## src/rtl/mcp_pkg.sv

```systemverilog
`timescale 1ns/1ps
// Shared types and helpers for the N-way registered mux.
//   state_e : pipeline occupancy (EMPTY / ONE / TWO)
//   sel_w() : select width for an N-input mux, never below 1 bit
package mcp_pkg;

  typedef enum logic [1:0] {
    EMPTY = 2'b00,
    ONE   = 2'b01,
    TWO   = 2'b10
  } state_e;

  function automatic int sel_w(input int n);
    if (n <= 2) return 1;
    return $clog2(n);
  endfunction

endpackage

```

## src/rtl/mcp_muxn_comb.sv

```systemverilog
`timescale 1ns/1ps
// Purely combinational N-way word select with out-of-range flag.
// Usable on its own at datapath sites that need no register stage.
// Ports:
//   din     : N packed words, word k at din[k*WL +: WL]
//   sel     : source select
//   dout    : selected word, all-zero when sel >= N
//   sel_err : high when sel >= N
module mcp_muxn_comb #(
  parameter int WL    = 32,
  parameter int N     = 4,
  parameter int SEL_W = mcp_pkg::sel_w(N)
) (
  input  logic [N*WL-1:0] din,
  input  logic [SEL_W-1:0] sel,
  output logic [WL-1:0]   dout,
  output logic            sel_err
);

  // One extra bit so N itself is representable when N is a power of two.
  localparam logic [SEL_W:0] N_LIM = (SEL_W+1)'(N);

  always_comb begin
    dout = '0;
    for (int k = 0; k < N; k++) begin
      if (sel == SEL_W'(k)) dout = din[k*WL +: WL];
    end
  end

  assign sel_err = ({1'b0, sel} >= N_LIM);

endmodule

```

## src/rtl/mcp_muxn_pipe.sv

```systemverilog
`timescale 1ns/1ps
// N-input registered mux with valid/ready handshake and a 2-entry skid
// buffer (main output register + one skid register), strict FIFO order.
//
//   state | meaning
//   ------+---------------------------------------------------
//   EMPTY | main and skid empty; OUT_VALID=0, IN_READY=1
//   ONE   | main holds a word; OUT_VALID=1, IN_READY=1
//   TWO   | main and skid hold words; OUT_VALID=1, IN_READY=0
//
// Ports:
//   CLK, RST_N          : clock (rising edge), async active-low reset
//   DIN, MUX_SEL        : packed sources and select, taken on accept
//   IN_VALID / IN_READY : upstream handshake (IN_READY is registered)
//   DOUT / OUT_VALID    : registered selected word and its valid
//   OUT_READY           : downstream consumes DOUT this cycle
//   SEL_ERR             : sticky, an out-of-range select was accepted
module mcp_muxn_pipe
  import mcp_pkg::*;
#(
  parameter int WL    = 32,
  parameter int N     = 4,
  parameter int SEL_W = sel_w(N)
) (
  input  logic             CLK,
  input  logic             RST_N,
  input  logic [N*WL-1:0]  DIN,
  input  logic [SEL_W-1:0] MUX_SEL,
  input  logic             IN_VALID,
  output logic             IN_READY,
  output logic [WL-1:0]    DOUT,
  output logic             OUT_VALID,
  input  logic             OUT_READY,
  output logic             SEL_ERR
);

  state_e          state_q, state_d;
  logic [WL-1:0]   dout_q, dout_d;
  logic [WL-1:0]   skid_q, skid_d;
  logic            sel_err_q, sel_err_d;
  logic            in_ready_q, in_ready_d;

  logic [WL-1:0]   word;
  logic            word_oob;
  logic            out_valid;
  logic            accept;
  logic            consume;

  mcp_muxn_comb #(
    .WL    (WL),
    .N     (N),
    .SEL_W (SEL_W)
  ) u_sel (
    .din     (DIN),
    .sel     (MUX_SEL),
    .dout    (word),
    .sel_err (word_oob)
  );

  // State register. IN_READY comes up only on the first edge after reset
  // release, and afterwards is a registered decode of the next state.
  always_ff @(posedge CLK or negedge RST_N) begin
    if (!RST_N) begin
      state_q    <= EMPTY;
      dout_q     <= '0;
      skid_q     <= '0;
      sel_err_q  <= 1'b0;
      in_ready_q <= 1'b0;
    end else begin
      state_q    <= state_d;
      dout_q     <= dout_d;
      skid_q     <= skid_d;
      sel_err_q  <= sel_err_d;
      in_ready_q <= in_ready_d;
    end
  end

  // Next-state and datapath.
  always_comb begin
    state_d = state_q;
    dout_d  = dout_q;
    skid_d  = skid_q;
    case (state_q)
      EMPTY: begin
        if (accept) begin
          state_d = ONE;
          dout_d  = word;
        end
      end
      ONE: begin
        if (accept && consume) begin
          dout_d = word;
        end else if (accept) begin
          state_d = TWO;
          skid_d  = word;
        end else if (consume) begin
          state_d = EMPTY;
        end
      end
      TWO: begin
        if (consume) begin
          state_d = ONE;
          dout_d  = skid_q;
        end
      end
      default: state_d = EMPTY;
    endcase
    sel_err_d  = sel_err_q | (accept & word_oob);
    in_ready_d = (state_d != TWO);
  end

  // Outputs and handshake qualifiers; all decoded from registers, so no
  // combinational path exists from OUT_READY to IN_READY.
  always_comb begin
    out_valid = (state_q != EMPTY);
    accept    = IN_VALID & in_ready_q;
    consume   = out_valid & OUT_READY;
  end

  assign IN_READY  = in_ready_q;
  assign OUT_VALID = out_valid;
  assign DOUT      = dout_q;
  assign SEL_ERR   = sel_err_q;

endmodule

```

## config.mk

```make
export PLATFORM = sky130hd
export DESIGN_NAME = mcp_muxn_pipe
export DESIGN_NICKNAME = d
export VERILOG_FILES = /design/src/rtl/mcp_pkg.sv /design/src/rtl/mcp_muxn_comb.sv /design/src/rtl/mcp_muxn_pipe.sv
export SDC_FILE = /design/constraint.sdc
export NUM_CORES = 1
export LEC_CHECK = 0
export CORE_ASPECT_RATIO = 1.1
export CORE_MARGIN = 10
export CORE_UTILIZATION = 49
export DETAILED_ROUTE_END_ITERATION = 6
export PLACE_DENSITY = 0.87
export SLEW_MARGIN = 20
export SYNTH_ARGS = -nofsm -noshare
export SYNTH_HDL_FRONTEND = slang
export SYNTH_SLANG_ARGS = --single-unit
export TNS_END_PERCENT = 30
```

## constraint.sdc

```tcl
create_clock -name CLK -period 3.35 [get_ports CLK]
set_clock_uncertainty 0.15 [all_clocks]
set_input_delay 0.8375 -clock CLK [delete_from_list [all_inputs] [get_ports CLK]]
set_output_delay 0.8375 -clock CLK [all_outputs]
set_load 0.005 [all_outputs]
```

==> out/metrics.cfg <==
[setup_path]
cp-start-kind=input port
path_delay_family=compound AO/OA/AOI/OAI gates
critPathSlowestCell=a31o_2
crit_path_max_fanout=32
crit_chain=clkdlybuf4s50_1 > nand2b_1 > a31o_2 > a41oi_1
worstSetupPathType=in -> reg
required_ns=3.35
cp.arrival_ns=2.61
cp_slowest_stage_delay_ns=0.70
cp-end-kind=flip-flop
critPathBufInv=1

[detailed_routing]
top_layer=met4
drt-initial-drc-count=245
wl_met3_um=915
wl_met1_mm=5.428
dr.pass1.iters=4
drc=0
antenna_left=0
wl_mm=14.38
vias=4141
avgRoutedWirePerCell_um=21.14
wl_met2_mm=7.722
routed_via_density=6.090

[logic_synthesis]
synth.area.top_cells=dfrtp_1 37%, mux2i_1 21%, mux2_2 7.7%, a311oi_1 6.2%, a41oi_1 6.2%
synth.distinct_cells=29
synth.avg_cell_area_um2=10.69
yosys.area.top_type_share_pct=37.07
ys_ff_latch=67
synth_edf_count=0
yosysWarnings=0
syn_inst=423
synth_seq_area_share_pct=37.07
syn-num-nets=557
synth_top_area_cell=dfrtp_1
syn_area_um2=4523
async_flop_share_pct=100.0
synth_ff_type=dfrtp_1

[power_and_ir_drop]
power_leakage_nw=2.575
fin_total_pwr_mw=3.785
power.density_nw_per_um2=592.5
vdd_ir_drop_max_uv=309.6

[cts]
cts_resized=0
cts_made_buffers=9
post_cts_buffers=0
holdBufCountCts=0
cts.sinks=67
clk_path_buf_depth=2
clk-insertion-delay-late_ns=0.34
cts_tree=done
htreeDepth=3
cts-root-buf=clkbuf_8
cts.clk_slew.worst_paths_ns=0.08

[cells_and_area]
syn2layout_area_growth_pct=41.22
n_fill_cell=660
fin_nets=695
insertedDiodeCount=0
layout.cells.non_filler=680
layout_commonest_cell=clkdlybuf4s50_1
drive_gt1_share_pct=11.48
layout_common_cells=164 x clkdlybuf4s50_1, 97 x mux2i_1, 67 x dfrtp_1

[floorplanning]
die_w_um=111.6
core_area_um2=8919
boundaryPins=169
dieArea_um2=13480
start_util_pct=50.72
num_rows=36
die_h_um=120.8

[timing]
slew_viol_final=0
grt_setup_unrepaired=no
timing.final.crit_share_pct=77.75
finalHoldViolations=0
setup_tns_ns=0
setup_slack_ns=0.7454
period_needed_ns=2.605
fmax_mhz=383.9
worst_pin_slew_ns=1.046
setup_viol=0
maxSlewHeadroom_pct=30.29

[global_routing]
grt_max_degree=97
overflow=0
grt_pass1_wl_mm=22.56
antenna_found_initial=0
grt_usage_pct=20.18
grt_pass1_vias=4411

[placed_design]
post-place-ws_ns=0.4442
dp_cells=664
dp_hpwl_mm=10.21
io_buffer_count=167
globalplace.congestion=0.7806

[outcome]
status=complete, no violations

[hold_path]
holdCritPathClass=in -> async

[run]
maxCapViolCount=0

state kept, by name (all words and copies together), names as in the netlist:
signal and count:
DOUT 32, IN_READY 1, skid_q 32, state_q 2
synthesized netlist by cell type (2+ instances only):
cell / count
nand2_1: 32
buf_4: 6
dfrtp_1: 67
mux2i_1: 97
buf_2: 18
a311oi_1: 32
clkbuf_1: 19
nand3b_1: 32
nand2b_1: 2
a41oi_1: 32
nand3_1: 2
mux2_2: 31
or3_1: 32
buf_6: 6
worst reg2reg max path, stage by stage, from the launching register on:
cell     delay, ns
dfrtp_1       0.46
inv_2         0.52
a31o_2        0.77
a41oi_1       0.27
layout make-up:
cell class                 count  area, µm²  share of cell area [%]
sequential                    67       1677                   26.25
timing repair buffer         178       1769                   27.70
clock buffer                  12      155.1                   2.429
clock inverter                 4      72.57                   1.136
inverter                       1      3.754                 0.05877
tap                          114      142.6                   2.233
multi-input combinational    304       2567                   40.20
worst paths after layout:
| path | slack (ns) | start | to | depth (start not counted) |
|---|---|---|---|---|
| min in group CLK | 0.36 | skid_q[3] | skid_q[3] | 1 |
| max | 0.75 | OUT_READY | DOUT[17] | 4 |
| min reg2reg | 0.36 | skid_q[3] | skid_q[3] | 1 |
| max in group asynchronous | 1.91 | RST_N | DOUT[9] | 2 |
| min | 0.36 | RST_N | skid_q[4] | 1 |
| max reg2reg | 1.01 | state_q[1] | DOUT[17] | 3 |
routing by layer:
metal	global-route usage (%)	vias up
met5	0	-
met4	6.913	0
met3	5.242	20
met2	37.87	193
met1	21.35	2018
li1	-	1910
per-stage QoR:
stage	hold slack, ns	instance area [µm²]	util [%]
after floorplan	0.3080	4523	-
after global placement	0.3178	6160	69.07
final	0.3573	6387	71.62
after CTS	0.3614	6387	71.62
after global routing	0.3723	6387	71.62
after detailed placement	0.3322	6160	69.07
report_power, final:
part	internal, mW	total [mW]	switching (mW)
Sequential	1.21	1.45	0.240
Clock	0.459	0.767	0.308
Combinational	0.925	1.57	0.646
Total	2.59	3.78	1.19
logic make-up after synthesis:
kind of cell           synth area share [%]
multiplexers                          29.43
other                               0.08291
AND/OR/NAND/NOR                       13.91
buffers and inverters                 6.334
AO/OA/AOI/OAI                         13.17
flip-flops                            37.07
No activity file was read; power rests on OpenSTA's default activity.
